[src/rtl/fsub32_serial_pkg.sv]
// ---------------------------------------------------------------------------
// fsub32_serial_pkg
// Shared constants and state encoding for the slice-serial 32-bit subtractor.
//   FSUB_WIDTH  : default operand/result width
//   FSUB_SLICE  : default bits processed per clock
//   FSUB_NSLICE : slices per operation
//   FSUB_IDXW   : width of the slice index register
//   state_t     : IDLE / BUSY / DONE controller states
// ---------------------------------------------------------------------------
package fsub32_serial_pkg;

  localparam int FSUB_WIDTH  = 32;
  localparam int FSUB_SLICE  = 8;
  localparam int FSUB_NSLICE = FSUB_WIDTH / FSUB_SLICE;
  localparam int FSUB_IDXW   = (FSUB_NSLICE > 1) ? $clog2(FSUB_NSLICE) : 1;

  typedef logic [1:0] state_t;
  localparam state_t ST_IDLE = 2'd0;
  localparam state_t ST_BUSY = 2'd1;
  localparam state_t ST_DONE = 2'd2;

endpackage

[src/rtl/fsub32_serial_sub_slice8.sv]
// ---------------------------------------------------------------------------
// sub_slice8
// Combinational SLICE-bit subtract stage: diff = a - b - bin.
// Built as a + ~b + ~bin so a plain adder does the work; borrow is the
// inverse of the adder carry.
//   a    [SLICE] : minuend slice
//   b    [SLICE] : subtrahend slice
//   bin          : borrow-in
//   diff [SLICE] : difference slice
//   bout         : borrow-out
// ---------------------------------------------------------------------------
module sub_slice8 #(
  parameter int SLICE = 8
) (
  input  logic [SLICE-1:0] a,
  input  logic [SLICE-1:0] b,
  input  logic             bin,
  output logic [SLICE-1:0] diff,
  output logic             bout
);

  logic [SLICE:0] w_sum;

  assign w_sum = {1'b0, a} + {1'b0, ~b} + {{SLICE{1'b0}}, ~bin};
  assign diff  = w_sum[SLICE-1:0];
  assign bout  = ~w_sum[SLICE];

endmodule

[src/rtl/fsub32_serial.sv]
// ---------------------------------------------------------------------------
// fsub32_serial
// Multi-cycle subtractor d = x - y - bin, one SLICE-bit slice per clock,
// LSB slice first. The borrow ripples between slices only through a
// register, so the critical path is a single SLICE-bit adder.
//   clk, rst_n          : clock, asynchronous active-low reset
//   in_valid / in_ready : operand handshake (ready only in IDLE)
//   x, y, bin           : minuend, subtrahend, borrow-in
//   out_valid/out_ready : result handshake (valid only in DONE)
//   d                   : difference mod 2^WIDTH
//   bout, zero, ovf     : borrow-out, d == 0, signed overflow
// ---------------------------------------------------------------------------
module fsub32_serial
  import fsub32_serial_pkg::*;
#(
  parameter int WIDTH = FSUB_WIDTH,
  parameter int SLICE = FSUB_SLICE
) (
  input  logic             clk,
  input  logic             rst_n,
  input  logic             in_valid,
  output logic             in_ready,
  input  logic [WIDTH-1:0] x,
  input  logic [WIDTH-1:0] y,
  input  logic             bin,
  output logic             out_valid,
  input  logic             out_ready,
  output logic [WIDTH-1:0] d,
  output logic             bout,
  output logic             zero,
  output logic             ovf
);

  localparam int NSL  = WIDTH / SLICE;
  localparam int IDXW = (NSL > 1) ? $clog2(NSL) : 1;

  if (WIDTH % SLICE != 0) begin : g_bad_cfg
    $error("fsub32_serial: WIDTH must be a multiple of SLICE");
  end

  state_t           r_state;
  logic [IDXW-1:0]  r_idx;
  logic             r_borrow;
  logic [WIDTH-1:0] r_x;
  logic [WIDTH-1:0] r_y;
  logic [WIDTH-1:0] r_d;
  logic             r_bout;
  logic             r_zero;
  logic             r_ovf;

  logic [SLICE-1:0] w_xs;
  logic [SLICE-1:0] w_ys;
  logic [SLICE-1:0] w_s;
  logic             w_bo;
  logic [WIDTH-1:0] w_d_next;
  logic             w_last;

  // Operand-slice select feeding the single shared slice stage.
  // NOTE: every signal written in always_comb gets a default first, so no
  // path through the block can leave it unassigned and infer a latch.
  always_comb begin
    w_xs = '0;
    w_ys = '0;
    for (int i = 0; i < NSL; i++) begin
      if (r_idx == IDXW'(i)) begin
        w_xs = r_x[i*SLICE +: SLICE];
        w_ys = r_y[i*SLICE +: SLICE];
      end
    end
  end

  sub_slice8 #(.SLICE(SLICE)) u_slice (
    .a    (w_xs),
    .b    (w_ys),
    .bin  (r_borrow),
    .diff (w_s),
    .bout (w_bo)
  );

  // Full difference as it will stand after this edge; on the last slice it
  // is the final result, which lets zero/ovf be registered on that same edge.
  always_comb begin
    w_d_next = r_d;
    for (int i = 0; i < NSL; i++) begin
      if (r_idx == IDXW'(i)) begin
        w_d_next[i*SLICE +: SLICE] = w_s;
      end
    end
  end

  assign w_last = (r_idx == IDXW'(NSL - 1));

  // NOTE: sequential state uses non-blocking assignments so every register
  // samples pre-edge values regardless of statement order.
  always_ff @(posedge clk or negedge rst_n) begin
    if (!rst_n) begin
      r_state  <= ST_IDLE;
      r_idx    <= '0;
      r_borrow <= 1'b0;
      r_x      <= '0;
      r_y      <= '0;
      r_d      <= '0;
      r_bout   <= 1'b0;
      r_zero   <= 1'b0;
      r_ovf    <= 1'b0;
    end else begin
      case (r_state)
        ST_IDLE: begin
          if (in_valid) begin
            r_x      <= x;
            r_y      <= y;
            r_borrow <= bin;
            r_d      <= '0;
            r_idx    <= '0;
            r_bout   <= 1'b0;
            r_zero   <= 1'b0;
            r_ovf    <= 1'b0;
            r_state  <= ST_BUSY;
          end
        end
        ST_BUSY: begin
          r_d      <= w_d_next;
          r_borrow <= w_bo;
          r_idx    <= r_idx + IDXW'(1);
          if (w_last) begin
            r_bout  <= w_bo;
            r_zero  <= (w_d_next == '0);
            // Overflow only when operand signs differ and the result sign
            // departs from the minuend sign.
            r_ovf   <= (r_x[WIDTH-1] ^ r_y[WIDTH-1]) &
                       (r_x[WIDTH-1] ^ w_d_next[WIDTH-1]);
            r_idx   <= '0;
            r_state <= ST_DONE;
          end
        end
        ST_DONE: begin
          if (out_ready) begin
            r_state <= ST_IDLE;
          end
        end
        default: r_state <= ST_IDLE;
      endcase
    end
  end

  assign in_ready  = (r_state == ST_IDLE);
  assign out_valid = (r_state == ST_DONE);
  assign d         = r_d;
  assign bout      = r_bout;
  assign zero      = r_zero;
  assign ovf       = r_ovf;

endmodule

[config.mk]
export PLATFORM = sky130hd
export DESIGN_NAME = fsub32_serial
export DESIGN_NICKNAME = d
export VERILOG_FILES = /design/src/rtl/fsub32_serial_pkg.sv /design/src/rtl/fsub32_serial_sub_slice8.sv /design/src/rtl/fsub32_serial.sv
export SDC_FILE = /design/constraint.sdc
export NUM_CORES = 1
export LEC_CHECK = 0
export CORE_MARGIN = 3
export CORE_UTILIZATION = 50
export CTS_BUF_LIST = sky130_fd_sc_hd__clkbuf_4 sky130_fd_sc_hd__clkbuf_8 sky130_fd_sc_hd__clkbuf_16
export CTS_CLUSTER_DIAMETER = 50
export CTS_CLUSTER_SIZE = 28
export DETAILED_ROUTE_END_ITERATION = 10
export MAX_ROUTING_LAYER = met4
export PLACE_DENSITY = 0.78
export SLEW_MARGIN = 20
export SYNTH_ARGS = -nofsm -noshare
export SYNTH_HDL_FRONTEND = slang
export SYNTH_HIERARCHICAL = 1
export SYNTH_SLANG_ARGS = --single-unit
[constraint.sdc]
create_clock -name clk -period 4.75 [get_ports clk]
set_input_delay 1.425 -clock clk [delete_from_list [all_inputs] [get_ports clk]]
set_output_delay 1.425 -clock clk [all_outputs]
set_load 0.02 [all_outputs]
=== After elaboration in Yosys (flattened, before gate mapping) ===
Cells that the tools add are included.

* Mux-type cells: 30
* $add $sub $neg: 3
* Equal/unequal tests: 8
* Bitwise logic cells: 6
* Reduce and logical (&&, ||, !) cells: 8

{| class="wikitable"
|+ Operators by type and width
! kind !! number
|-
| $mux 8 || 12
|-
| $pmux 32 s2 || 1
|-
| $logic_not 32->1 || 1
|-
| $mux 32 || 1
|-
| $mux 2 || 5
|-
| $add 8x8->9 || 1
|-
| $add 9x1->9 || 1
|-
| $not 8->8 || 1
|-
| $pmux 1 s2 || 4
|-
| $eq 2x2->1 const B || 3
|-
| $pmux 2 s3 || 1
|-
| $reduce_and 3->1 || 2
|-
| $mux 1 || 5
|-
| $eq 2x1->1 const B || 2
|-
| $logic_not 2->1 || 2
|-
| $ne 2x2->1 const B || 2
|-
| $pmux 2 s2 || 1
|-
| $reduce_and 2->1 || 2
|-
| $add 2x1->2 const B || 1
|-
| $ne 2x1->1 const B || 1
|-
| $not 1->1 || 2
|-
| $reduce_bool 2->1 || 1
|-
| $xor 1x1->1 || 2
|-
| $and 1x1->1 || 1
|}

* Register bits after elaboration: 104
* Output and inout port bits: 37
* Bits of input ports: 69

=== Longest topological paths before layout ===
* Depth after elaboration: 13
* Gate-level depth with buffers: 17

=== Modules after synthesis ===
Netlist, hierarchy kept.

{| class="wikitable"
|+ By module, submodules not included
! module !! cells an instance !! times used !! area an instance (sq um)
|-
| fsub32_serial || 363 || 1 || 4,724.5
|-
| sub_slice8 || 45 || 1 || 362.8
|}

=== Least setup slack after synthesis ===
OpenSTA, ideal clock, no wires.

* Path kind: register to register
* From: reg r_idx[0]
* To: reg r_zero (netlist: zero)
* Cell stages (with the launch flop): 17
* Arrival time: 3,625 ps
* Slack: 1,060 ps
* Path through: dfrtp_1 inv_1 ha_1 and2b_1 buf_4 a221oi_1 o31ai_1 fa_1 fa_1 a21o_1 nand2_1 o21ai_1 xor2_1 nor4_4 nand3_2 a221oi_2 a22o_1

* Elaborated cells on any way between the ends: 24
* Classes of those cells: add/sub: 2; eq/ne: 4; mux: 14; bitwise: 1; reduce/logical: 3

{| class="wikitable"
|+ RTL lines
! item !! line !! RTL
|-
| start, declared || fsub32_serial.sv:42 || <nowiki>logic [IDXW-1:0] r_idx;</nowiki>
|-
| start signal, assigned || fsub32_serial.sv:124 || <nowiki>r_idx <= r_idx + IDXW'(1);</nowiki>
|-
| $logic_not 2->1 || fsub32_serial.sv:65 || <nowiki>if (r_idx == IDXW'(i)) begin</nowiki>
|-
| $mux 8 (3 in series) || fsub32_serial.sv:65 ||
|-
| $mux 8 * || fsub32_serial.sv:65 ||
|-
| net w_xs[0] || fsub32_serial.sv:51 || <nowiki>logic [SLICE-1:0] w_xs;</nowiki>
|-
| $add 8x8->9 * || fsub32_serial_sub_slice8.sv:24 || <nowiki>assign w_sum = {1'b0, a} + {1'b0, ~b} + {{SLICE{1'b0}}, ~bin};</nowiki>
|-
| $add 9x1->9 * || fsub32_serial_sub_slice8.sv:24 ||
|-
| net w_s[6] || fsub32_serial.sv:53 || <nowiki>logic [SLICE-1:0] w_s;</nowiki>
|-
| $mux 8 || fsub32_serial.sv:85 || <nowiki>if (r_idx == IDXW'(i)) begin</nowiki>
|-
| $logic_not 32->1 * || fsub32_serial.sv:127 || <nowiki>r_zero <= (w_d_next == '0);</nowiki>
|-
| $mux 1 * || fsub32_serial.sv:125 || <nowiki>if (w_last) begin</nowiki>
|-
| $pmux 1 s2 * || fsub32_serial.sv:107 || <nowiki>case (r_state)</nowiki>
|-
| end signal, assigned || fsub32_serial.sv:127 ||
|-
| end, declared || fsub32_serial.sv:48 || <nowiki>logic r_zero;</nowiki>
|}

Mark *: on every way through the listed nets, which the timed path passes. The rest lies on a longest branch. The select of a mux whose other input is x is not followed.
A chain may end at the register's enable or synchronous reset.

=== Worst setup path after layout ===
* From: reg r_idx[0]
* To: reg r_zero (netlist: zero)

* Cells in the longest elaborated chain, start to end: 12
* Elaborated cells on any way between the ends: 24
* Classes of those cells: add/sub: 2; eq/ne: 4; mux: 14; bitwise: 1; reduce/logical: 3

{| class="wikitable"
|+ Ends and longest elaborated chain
! item !! line !! RTL
|-
| $logic_not 2->1 || fsub32_serial.sv:65 ||
|-
| $mux 8 (3 in series) || fsub32_serial.sv:65 ||
|-
| $mux 8 * || fsub32_serial.sv:65 ||
|-
| net w_ys[0] || fsub32_serial.sv:52 || <nowiki>logic [SLICE-1:0] w_ys;</nowiki>
|-
| $not 8->8 * || fsub32_serial_sub_slice8.sv:24 ||
|-
| $add 8x8->9 * || fsub32_serial_sub_slice8.sv:24 ||
|-
| $add 9x1->9 * || fsub32_serial_sub_slice8.sv:24 ||
|-
| net w_s[6] || fsub32_serial.sv:53 ||
|-
| $mux 8 || fsub32_serial.sv:85 ||
|-
| $logic_not 32->1 * || fsub32_serial.sv:127 ||
|-
| $mux 1 * || fsub32_serial.sv:125 ||
|-
| $pmux 1 s2 * || fsub32_serial.sv:107 ||
|}

Marks and branches as above.

==> impl_results.md <==
* Core area at 9819 um2
* Clock root buffer: clkbuf_8
* Share of cells above drive strength 1 at 21.57%
* Antenna-violating nets left at 0
* GP Congestion at 0.8786
* Drt wl/cell at 18.95 um
* FF+latch count, synth at 104
* Main synth FF type: dfrtp_1
* Post-route clock period utilization at 85.30%
* Hold endpoint: ovf
* Minimum clock period at 4.052 ns
* Register-to-register setup slack at 0.70 ns
* Max Fclk at 246.8 MHz
* Total track usage at 22.38%
* Synth Warn # at 6
* Xor/xnor cell area share of the yosys netlist at 0.8608%
* Clk buf depth at 2
* Worst slew pin tran at 0.7594 ns
* Final max-slew violation count at 0
* Count of input and output buffers at 105
* Global route overflow at 0
* Starting density of the core at 51.81%
* Die area at 11420 um2
* Maxcap violations at 0
* Routed WL at 12190 um
* Row Count at 36
* First-pass GRT wire length at 19800 um
* RSZ-0062 raised after global routing: no
* Seq/Total Area, Yosys at 51.16%
* DR DRC count at 0
* Worst Path Required at 5.06 ns
* Crit Path Category: flip-flop to flip-flop
* HP Start: ovf
* Area grow syn2layout at 26.41%
* Vias in the first global route at 3971
* Worst R2R End: zero
* Via Count at 3817
* FF-to-FF path depth at 16
* Clk sinks at 104
* Synth Area in Adders at 3.492%
* Portion of netlist area occupied by mux cells at 14.17%
* Library cells used by synthesis at 48
* Post-Syn Nets at 490
* Initial antenna violation count at 0
* Mean number of vias per cell at 5.936
* Status: finished clean
* CP endpoint kind: flip-flop
* Worst Setup Start Kind: flip-flop
* DP HPWL at 8794 um
* Clock Pin Slew Worst Setup and Hold Paths at 0.10 ns
* Num CTS Buffers at 9
* Layout net count at 587
* Worst skew pair latency at 0.36 ns
* Post-synth EDFFs at 0
* Commonest non-fill, non-tap cells in the layout: dfrtp_1 (104), clkdlybuf4s50_1 (104), mux2_2 (64)
* Complex-gate fraction of the synthesized area at 17.14%
* # hold bufs at CTS at 0
* Setup TNS at 0 ns
* Die H at 106.9 um
* Worst EP arrival at 4.36 ns
* Synth Area in Simple Gates at 8.559%
* Iter 0 DRT Violations at 213
* Crit. Startpoint: r_idx[0]
* Post-synthesis cell count at 408
* Largest net degree at the start of global routing at 88
* Drt pass-1 iters at 4
* CTS H-tree depth at 3
* Worst r2r src: r_idx[0]
* Mapped Avg Cell Area at 12.47 um2
* Final hold violations at 0
* Type of the most critical hold path: flip-flop to flip-flop
* Post-CTS setup repair buffer count at 0
* Hold Path Depth at 1
* Post-cts sizing count at 0
* Max Fanout on Critical Path at 21
* Die X at 106.9 um
* Final setup skew at 0.01079 ns
* CTS tree: built
* Ys async rst share at 100.0%
* Dominant combinational cell family by area after synthesis: compound AO/OA/AOI/OAI gates
* Fillers at 800
* Io pins at 106
* Ant diodes at 0
* Final setup violation count at 0
* Max_slew headroom at 49.01%
* Post-Syn Area at 5087 um2
[critical path: stages (launching register included)]
cell and delay (ns):
dfrtp_1 0.42, inv_1 0.10, ha_1 0.61, a221oi_1 0.10
o31ai_1 0.23, inv_1 0.10, fa_1 0.45, fa_1 0.42
a21o_1 0.19, nand2_1 0.06, o21ai_1 0.08, xor2_1 0.15
buf_4 0.17, nor4_4 0.33, nand3_1 0.16, a221oi_2 0.27
a22o_1 0.15
[through the flow]
stage | instances | setup slack [ns] | hold slack [ns] | instance area (um2) | util, %
floorplan | 408 | 1.060 | 0.4460 | 5087 | -
global placement | 627 | 0.9175 | 0.4672 | 6221 | 63.35
detailed placement | 627 | 0.7346 | 0.4891 | 6221 | 63.35
CTS | 643 | 0.6924 | 0.5108 | 6427 | 65.46
global route | 643 | 0.3429 | 0.5332 | 6431 | 65.49
finish | 643 | 0.6981 | 0.5042 | 6431 | 65.49
[final cells by class]
cell class	instances	area [um2]	area share [%]
sequential	104	2603	40.47
multi-input combinational	259	2261	35.16
timing repair buffer	117	1142	17.76
tap	133	166.4	2.588
clock buffer	12	152.6	2.374
clock inverter	4	53.80	0.8366
inverter	14	52.55	0.8171
[how the worst max path moves through the flow]
stage	to	slack (ns)	cells after the start
floorplan	zero	1.06	16
global placement	zero	0.92	16
detailed placement	zero	0.73	16
CTS	zero	0.69	16
global route	zero	0.34	14
finish	zero	0.70	16
[synth_stat cells (all sizes together), types with 2 or more instances]
cell type	instances	area share, %
dfrtp	104	51
mux2	64	14
a32o	33	6.5
nand2	25	1.8
buf	22	2.9
a221oi	17	3.2
nor2b	17	2.1
o31ai	16	2.4
inv	14	1.0
ha	11	2.7
o21ai	11	1.3
clkbuf	9	0.66
nor4	8	1.4
a21oi	7	0.98
nor2	7	0.52
a21o	4	0.59
nand3	4	0.49
nand3b	4	0.59
a22o	3	0.52
nand2b	3	0.42
or3	3	0.47
xnor2	3	0.52
a31oi	2	0.25
fa	2	0.79
o21bai	2	0.30
o22ai	2	0.25
xor2	2	0.34
[kinds of logic after synthesis]
logic type,after synthesis
mux,64
buf+inv,45
xor+xnor,5
compound gates,102
flops,104
fa+ha+maj,13
simple gates,75
[sequential cells by signal (all words and copies together), names as in the netlist]
register,flops
d,32
r_x,32
r_y,32
r_idx,2
r_state,2
bout,1
ovf,1
r_borrow,1
zero,1
[metal layers]
layer	track usage, %	vias to the layer above	part of all wire, %
li1	-	1733	-
met1	28.49	1945	42
met2	36.92	124	51
met3	3.191	15	5.1
met4	8.037	0	1.7
met5	-	-	0
Power is not shown: default switching activity piles up to over one toggle a cycle in this logic, so the estimate is an artifact.
